### src/rtl/bram_sdp_fifo.sv
// Single-clock FIFO on an inferred simple-dual-port block RAM, arbitrary depth,
// optional output register, occupancy flags and sticky overflow/underflow.
module bram_sdp_fifo #(
    parameter int WIDTH     = 8,
    parameter int DEPTH     = 60,
    parameter int OUT_REG   = 0,
    parameter int AFULL_LVL = DEPTH - 4,
    parameter int AW        = $clog2(DEPTH),
    parameter int CW        = $clog2(DEPTH + 1)
) (
    input  logic             clka,
    input  logic             rsta,
    input  logic             wr_en,
    input  logic [WIDTH-1:0] wr_data,
    input  logic             rd_en,
    output logic [WIDTH-1:0] rd_data,
    output logic             rd_valid,
    output logic             full,
    output logic             empty,
    output logic             almost_full,
    output logic [CW-1:0]    count,
    input  logic             clr_err,
    output logic             overflow,
    output logic             underflow
);

    localparam logic [AW-1:0] LAST_PTR = AW'(DEPTH - 1);
    localparam logic [CW-1:0] DEPTH_C  = CW'(DEPTH);
    localparam logic [CW-1:0] AFULL_C  = CW'(AFULL_LVL);

    logic [WIDTH-1:0] mem [DEPTH];
    logic [AW-1:0]    wr_ptr;
    logic [AW-1:0]    rd_ptr;
    logic             wr_acc;
    logic             rd_acc;
    logic [WIDTH-1:0] data_p1;
    logic             vld_p1;

    // Pointers wrap at DEPTH-1 explicitly so non-power-of-two depths work.
    function automatic logic [AW-1:0] ptr_inc(input logic [AW-1:0] p);
        return (p == LAST_PTR) ? '0 : p + AW'(1);
    endfunction

    assign full        = (count == DEPTH_C);
    assign empty       = (count == '0);
    assign almost_full = (count >= AFULL_C);
    assign wr_acc      = wr_en & ~full;
    assign rd_acc      = rd_en & ~empty;

    always_ff @(posedge clka) begin
        if (wr_acc) mem[wr_ptr] <= wr_data;
    end

    always_ff @(posedge clka or negedge rsta) begin
        if (!rsta) begin
            wr_ptr <= '0;
            rd_ptr <= '0;
            count  <= '0;
        end else begin
            if (wr_acc) wr_ptr <= ptr_inc(wr_ptr);
            if (rd_acc) rd_ptr <= ptr_inc(rd_ptr);
            if (wr_acc && !rd_acc)      count <= count + CW'(1);
            else if (rd_acc && !wr_acc) count <= count - CW'(1);
        end
    end

    // A new error in the same cycle as clr_err keeps the flag set.
    always_ff @(posedge clka or negedge rsta) begin
        if (!rsta) begin
            overflow  <= 1'b0;
            underflow <= 1'b0;
        end else begin
            if (wr_en && full) overflow <= 1'b1;
            else if (clr_err)  overflow <= 1'b0;
            if (rd_en && empty) underflow <= 1'b1;
            else if (clr_err)   underflow <= 1'b0;
        end
    end

    // Stage p1: BRAM read register
    always_ff @(posedge clka or negedge rsta) begin
        if (!rsta) begin
            data_p1 <= '0;
            vld_p1  <= 1'b0;
        end else begin
            vld_p1 <= rd_acc;
            if (rd_acc) data_p1 <= mem[rd_ptr];
        end
    end

    generate
        if (OUT_REG != 0) begin : g_oreg
            logic [WIDTH-1:0] data_p2;
            logic             vld_p2;

            // Stage p2: optional output register
            always_ff @(posedge clka or negedge rsta) begin
                if (!rsta) begin
                    data_p2 <= '0;
                    vld_p2  <= 1'b0;
                end else begin
                    vld_p2 <= vld_p1;
                    if (vld_p1) data_p2 <= data_p1;
                end
            end

            assign rd_data  = data_p2;
            assign rd_valid = vld_p2;
        end else begin : g_noreg
            assign rd_data  = data_p1;
            assign rd_valid = vld_p1;
        end
    endgenerate

endmodule

### config.mk
export PLATFORM = sky130hd
export DESIGN_NAME = bram_sdp_fifo
export DESIGN_NICKNAME = d
export VERILOG_FILES = /design/src/rtl/bram_sdp_fifo.sv
export SDC_FILE = /design/constraint.sdc
export NUM_CORES = 1
export LEC_CHECK = 0
export BUFFER_PORTS_ARGS = -buffer_cell sky130_fd_sc_hd__buf_2
export CORE_MARGIN = 5
export CORE_UTILIZATION = 37
export CTS_CLUSTER_DIAMETER = 150
export DETAILED_ROUTE_END_ITERATION = 6
export PLACE_DENSITY = 0.49
export SYNTH_ARGS = -nofsm -noshare
export SYNTH_HDL_FRONTEND = slang
export SYNTH_SLANG_ARGS = --single-unit
### constraint.sdc
create_clock -name clka -period 5.1 [get_ports clka]
set_input_delay 0.765 -clock clka [delete_from_list [all_inputs] [get_ports clka]]
set_output_delay 0.765 -clock clka [all_outputs]
set_load 0.02 [all_outputs]
# Yosys cells after proc, flatten, opt, wreduce, memory -nomap -nowiden
# Memory sizes are Yosys's and may differ from the RTL's. A register that Yosys moved wholly into a read port is not among the register bits.
# Index checks and enable logic that the tools add are counted.
# W data, S select, Z words.
# classes
addsub	4
order_cmp	1
n_eq_ne	3
n_mux	9
bitwise_logic	4
reduce_logical	11
# ops
operator	n
$mux W6	4
$add A6 B1 Y6 const B	3
$eq A6 B6 Y1 const B	3
$ge A6 B6 Y1 const B	1
$logic_not A6 Y1	1
$reduce_bool A2 Y1	3
$sub A6 B1 Y6 const B	1
$mux W1	5
$logic_and A1 B1 Y1	4
$logic_not A1 Y1	3
$and A1 B1 Y1	2
$not A1 Y1	2
# word_totals
regBits	21
ram_bits	480
inputBits	13
out_inout_bits	20
wordCells	39
memories	1
# memory_table
memory	depth	width	read_ports	rd_clocked_by_memory_dff	wr	line_no	rtl
mem	60	8	1	1	1	31	logic [WIDTH-1:0] mem [DEPTH];

# Depth between registers and ports, before layout
# Gate-level depths: netlist of the first run.
# depth
depth_word	7
mapped_depth	13
depth_no_buf	12

# Least setup slack after synthesis of the first run
# Ideal clock, no wire load.
# synth_timing
path_type	reg2reg
start	register count[5]
end	register count[5]
setup_ps	80
arrival_ps	3221
slack_ps	1798
path_stages_with_launch	14
path_buffers	1
synth_period_minus_slack_ps	3302
cell_sequence	dfrtp_1 > or4_1 > nor3_2 > nand2b_1 > buf_4 > ha_1 > inv_1 > ha_1 > a21oi_1 > nand2_1 > a21o_1 > a21oi_1 > mux2i_1 > xnor2_1
# synth_between
elab_chain_len	6
elab_cells_between_ends	15
# synth_rtl
item	line_no	rtl
start, declared	21	output logic [CW-1:0] count,
start signal, assigned	62	if (wr_acc && !rd_acc) count <= count + CW'(1);
start signal, assigned	63	else if (rd_acc && !wr_acc) count <= count - CW'(1);
$logic_not A6 Y1 *	45	assign empty = (count == '0);
net empty	19	output logic empty,
$not A1 Y1 *	48	assign rd_acc = rd_en & ~empty;
$and A1 B1 Y1 *	48	
$logic_not A1 Y1	62	
$logic_and A1 B1 Y1	62	
$mux W6 or $reduce_bool A2 Y1 (tied branches)	-	
# The timed path passes the listed nets; every way through them passes the cells marked *. The select of a mux whose other input is x is not followed.
# A chain may end at the register's enable or synchronous reset.

# Final worst setup path of the first run
# layout_timing
start	register count[4]
end	register count[5]
# layout_between
elab_chain_len	6
elab_cells_between_ends	15
# layout_rtl
item
branches (longest 6 deep; another with $sub A6 B1 Y6)
# Parallel ways; which one is timed is not known. The select of a mux whose other input is x is not followed.

==> results of run 1 <==
[cell usage after synthesis (5+ instances only)]
cell      number  area (um^2)
o21ai_0       23          115
a211oi_1      12         90.1
nor3_1         7         35.0
inv_1          9         33.8
mux4_2        99         2230
nand2_1       61          229
buf_2         17         85.1
nor2_1        77          289
buf_6          5         56.3
ha_1           8          100
o22ai_1        6         37.5
a31oi_1       13         81.3
mux4_1         9          236
clkbuf_1      15         56.3
mux2i_1       43          430
nand4_1        5         31.3
a21oi_1       15         75.1
nor2b_1       14         87.6
dfrtp_1       29          726
edfxtp_1     480        14400
buf_4         10         75.1
nand3_1       18         90.1
buf_1          7         26.3
[kinds of logic (layout without fill, tap and decap cells)]
logic type | count (synthesis) | in the layout | synth area share (%)
AO/OA/AOI/OAI | 104 | 104 | 3.45
XOR/XNOR | 6 | 6 | 0.259
adder cells (fa/ha/maj) | 9 | 9 | 0.592
buffers and inverters | 70 | 170 | 2.07
flip-flops | 509 | 509 | 74.7
multiplexers | 155 | 155 | 14.5
AND/OR/NAND/NOR | 203 | 203 | 4.47
[layout make-up]
type	count	area, um^2	share of cell area [%]
Clock buffer	75	1470	6.43
Sequential cell	509	15100	66.2
Inverter	12	45.0	0.197
Clock inverter	24	244	1.07
Tap cell	696	871	3.80
Timing Repair Buffer	59	388	1.69
Multi-Input combinational cell	477	4720	20.6
[layer usage]
layer / routed length (um) / share of wire [%] / GRT usage (%) / vias up
met5: 0 / 0 / 0 / -
met4: 1050 / 2.1 / 4.55 / 0
met3: 2740 / 5.6 / 3.32 / 66
met2: 22700 / 46 / 25.5 / 277
met1: 22500 / 46 / 23.8 / 5345
li1: - / - / - / 4411
[state kept, by name (all words and copies together), names as in the netlist]
signal / cells
overflow: 1
wr_ptr: 6
rd_data: 8
rd_valid: 1
underflow: 1
count: 6
rd_ptr: 6
mem: 480
[power breakdown]
group | internal (mW) | switching (mW)
Sequential | 4.80 | 0.420
Combinational | 1.25 | 1.81
Clock | 2.26 | 1.57
[stage by stage]
step	setup slack, ns	util, %	instance area (um^2)
floorplan	1.80	-	20300
global placement	1.51	39.2	21200
detailed placement	1.46	39.2	21200
CTS	1.51	42.4	22900
global route	1.25	42.4	22900
finish	1.52	42.4	22900
[worst max-delay path by stage]
stage | from | end | slack (ns) | cells past startpoint
final | count[4] | count[5] | 1.52 | 12
after global routing | count[4] | count[5] | 1.25 | 12
after CTS | count[4] | mem[35][5] | 1.51 | 5
after detailed placement | wr_en | mem[35][7] | 1.46 | 5
after global placement | wr_en | mem[43][2] | 1.51 | 5
after floorplan | count[5] | count[5] | 1.80 | 13
[worst max-delay path, cell delays in order (launching register included)]
cell and delay [ns]:
dfrtp_1 0.44, or4_1 0.54, nor3_2 0.21, nand2b_1 0.53, ha_1 0.34, inv_1 0.14, ha_1 0.34, a21oi_1 0.13
nand2_1 0.10, a21o_1 0.18, a21oi_1 0.17, mux2i_1 0.24, xnor2_1 0.14
==> results_dict.tcl, run 1 <==
set metrics [dict create \
    p_leak_nw 7.36 \
    worstSetupPathType "register to register" \
    relSlewSlack_pct 32.6 \
    yosysSeqAreaShare_pct 74.7 \
    cts_tree "built" \
    cp-start-kind "register" \
    drv_slew 0 \
    synthesis.nets 1078 \
    finalNonFillerCells 1852 \
    die_y_um 244 \
    n_antenna_cell 0 \
    hold_viol 0 \
    r2r_cells 12 \
    final_cell_mix "edfxtp_1 (480), mux4_2 (99), nor2_1 (77)" \
    cts-buffers-inserted 53 \
    finalSetupViolCount 0 \
    design.die.area_mm2 0.0596 \
    dp_hpwl_mm 29.1 \
    htreeDepth 2 \
    grt_pass1_wl_mm 72.3 \
    dr_total_vias 10100 \
    clk_pin_slew_ns 0.06 \
    core_area_mm2 0.0540 \
    root_buffer "clkbuf_16" \
    ir_drop_uv 294 \
    crit_required_ns 5.62 \
    drive_above_1_share_pct 21.5 \
    overflow 0 \
    async_reset_ff_share_pct 5.70 \
    grt_pass1_vias 10500 \
    p_per_area_mw_per_mm2 529 \
    r2r-start "count[4]" \
    areaGrowthSynthToFinish_pct 12.9 \
    finalPower_mw 12.1 \
    final_nets 1134 \
    finalWirelength_mm 49.0 \
    hold-worst-slack_ns 0.227 \
    placed_cells 1753 \
    hold_path_class "input pin to asynchronous set/reset pin" \
    max_freq_ghz 0.280 \
    crit_arrival_ns 4.10 \
    cts_resized 0 \
    grt_max_degree 62 \
    ios 33 \
    setup_tns_ns 0 \
    nFillCells 4769 \
    drc 0 \
    antenna_found_initial 0 \
    r2r-end "count[5]" \
    start_util_pct 37.5 \
    worst_pin_slew_ns 1.01 \
    gp_congestion 0.779 \
    port_buffers 32 \
    rows 85 \
    vias_per_cell 5.45 \
    die_width_um 244 \
    max-cap-violations 0 \
    synth_edf_count 480 \
    syn_avg_cell_area_um2 19.2 \
    status "finished, final reports clean" \
    ys_ff_latch 509 \
    ant_nets 0 \
    timing.final.crit_period_ns 3.58 \
    drt_first_pass_iters 5 \
    netlist_instances 1056 \
    synth_ff_type "edfxtp_1" \
    drtIter0Drc 964 \
    grtUsageTotal_pct 16.4 \
    cts_setup_buffers 0 \
    synth_area_mm2 0.0203 \
    finalClockSkew_ns 0.0230 \
    final_common_cell "edfxtp_1" \
    r2r_slack_ns 1.52 \
    cts.path.max_buffers 3 \
    timing.final.crit_share_pct 70.1 \
    synth.distinct_cells 59 \
    yosys_warnings 0 \
    crit_fanout 12 \
    holdBufCountCts 0 \
    clkLatencyLatePin_ns 0.60 \
    routedWlPerCell_um 26.4 \
    rsz0062_at_grt "false" \
    worstSetupEndpointType "register" \
    clkSinkCount 509 \
]
Note: power is estimated with default switching activity, not from simulation.
==> run 2: changes to the inputs <==
==> constraint.sdc (replaced) <==
create_clock -name clka -period 3.6 [get_ports clka]
set_input_delay 0.54 -clock clka [delete_from_list [all_inputs] [get_ports clka]]
set_output_delay 0.54 -clock clka [all_outputs]
set_load 0.02 [all_outputs]
==> run 2 against run 1 <==
Flip-flop and latch count is the same. Die area stayed put. Largest cell class unchanged. Largest power group unchanged. Highest routed layer unchanged. Combinational power grew 43%. Critical path type unchanged.
==> results_dict.tcl, run 2 (synthesized netlist as in run 1, its figures left out) <==
set metrics [dict create \
    status "finished, final reports clean" \
    clkSinkCount 509 \
    worstSetupEndpointType "register" \
    design_area_mm2 0.0233 \
    design.die.area_mm2 0.0596 \
    hold_viol 0 \
    finalPower_mw 17.0 \
    p_per_area_mw_per_mm2 729 \
    setup_tns_ns 0 \
    finalClockSkew_ns 0.0223 \
    worstSetupPathType "register to register" \
    die_width_um 244 \
    timing.final.crit_period_ns 3.14 \
    hold-worst-slack_ns 0.0249 \
    switchingPower_mw 5.32 \
    max_freq_ghz 0.319 \
    crit_required_ns 4.05 \
    grtUsageTotal_pct 16.6 \
    final_cell_mix "edfxtp_1 (480), mux4_2 (99), buf_4 (94)" \
    crit_fanout 42 \
    crit_arrival_ns 3.59 \
    final_nets 1203 \
    cts_resized 0 \
    final.setup.worst_slack_ns 0.462 \
    ios 33 \
    postLayoutCoreUtil_pct 43.1 \
    finalSetupViolCount 0 \
    core_area_mm2 0.0540 \
    dr_total_vias 10300 \
    cp-start-kind "register" \
    pwr-share-seq_pct 43.9 \
    final_common_cell "edfxtp_1" \
    place_worst_setup_slack_ns 0.488 \
    n_antenna_cell 0 \
    drt_first_pass_iters 5 \
    worst_pin_slew_ns 1.21 \
    power_switching_share_pct 31.3 \
    start_util_pct 37.5 \
    finalWirelength_mm 49.4 \
    cts_tree "built" \
    clkLatencyLatePin_ns 0.60 \
    grt_pass1_wl_mm 73.8 \
    cts_setup_buffers 0 \
    dp_hpwl_mm 31.4 \
    gp_congestion 0.781 \
    routedWlPerCell_um 25.8 \
    drive_above_1_share_pct 25.3 \
    root_buffer "clkbuf_16" \
    drtIter0Drc 705 \
    nFillCells 4816 \
    top_register "mem" \
    placed_cells 1822 \
    hold_path_class "input pin to asynchronous set/reset pin" \
    pwr-share-comb_pct 25.8 \
    placed_area_mm2 0.0217 \
    vias_per_cell 5.37 \
    htreeDepth 2 \
    grt_max_degree 61 \
    rows 85 \
    largest_reg_flops 480 \
    finalNonFillerCells 1916 \
    areaGrowthSynthToFinish_pct 14.9 \
    grt_pass1_vias 10700 \
    relSlewSlack_pct 19.2 \
    clkPwrFrac_pct 30.4 \
    cts-buffers-inserted 53 \
    cts.path.max_buffers 3 \
    drv_slew 0 \
    antenna_found_initial 1 \
    clk_pin_slew_ns 0.06 \
    max-cap-violations 0 \
    p_leak_nw 7.67 \
    ant_nets 0 \
    holdBufCountCts 0 \
    die_y_um 244 \
    port_buffers 32 \
    rsz0062_at_grt "false" \
    p_int_mw 11.7 \
    drc 0 \
    timing.final.crit_share_pct 87.2 \
    ir_drop_uv 401 \
    overflow 0 \
]
-- run 2: routing by layer --
layer  wire [um]  global-route usage (%)  vias to the layer above
met5           0                       0                        -
met4        1030                    4.48                        0
met3        2270                    2.74                       72
met2       23300                    26.2                      229
met1       22900                    24.2                     5462
li1            -                       -                     4535
-- run 2: critical path: stages (launching register included) --
cell and delay [ns]:
dfrtp_4 0.99, buf_4 0.49, mux4_2 0.55, nand2_1 0.08
a21oi_1 0.06, a2111oi_0 0.62, nor4_1 0.12
-- run 2: worst paths after layout --
kind	startpoint	depth (start not counted)	endpoint	slack (ns)
max	rd_ptr[0]	6	rd_data[1]	0.46
max reg2reg	rd_ptr[0]	6	rd_data[1]	0.46
min in group clka	rd_en	2	underflow	0.21
max in group asynchronous	rsta	1	rd_ptr[1]	2.98
min reg2reg	count[5]	1	count[5]	0.51
min	rsta	1	overflow	0.02
-- run 2: power by group through the flow --
stage / clock, mW / combinational (mW) / sequential, mW
6_report: 5.16 / 4.39 / 7.46
3_5_place_dp: 0 / 4.43 / 7.59
5_1_grt: 5.55 / 4.73 / 7.52
3_3_place_gp: 0 / 4.44 / 7.59
2_1_floorplan: 0 / 3.19 / 7.14
4_1_cts: 5.30 / 4.45 / 7.47
-- run 2: final cells by class --
| type | count | area, um^2 | area share, % |
|---|---|---|---|
| sequential | 509 | 15100 | 65.0 |
| multi-input combinational | 477 | 4720 | 20.3 |
| clock buffer | 67 | 1420 | 6.10 |
| timing repair buffer | 128 | 906 | 3.89 |
| tap | 696 | 871 | 3.74 |
| clock inverter | 27 | 196 | 0.843 |
| inverter | 12 | 45.0 | 0.193 |
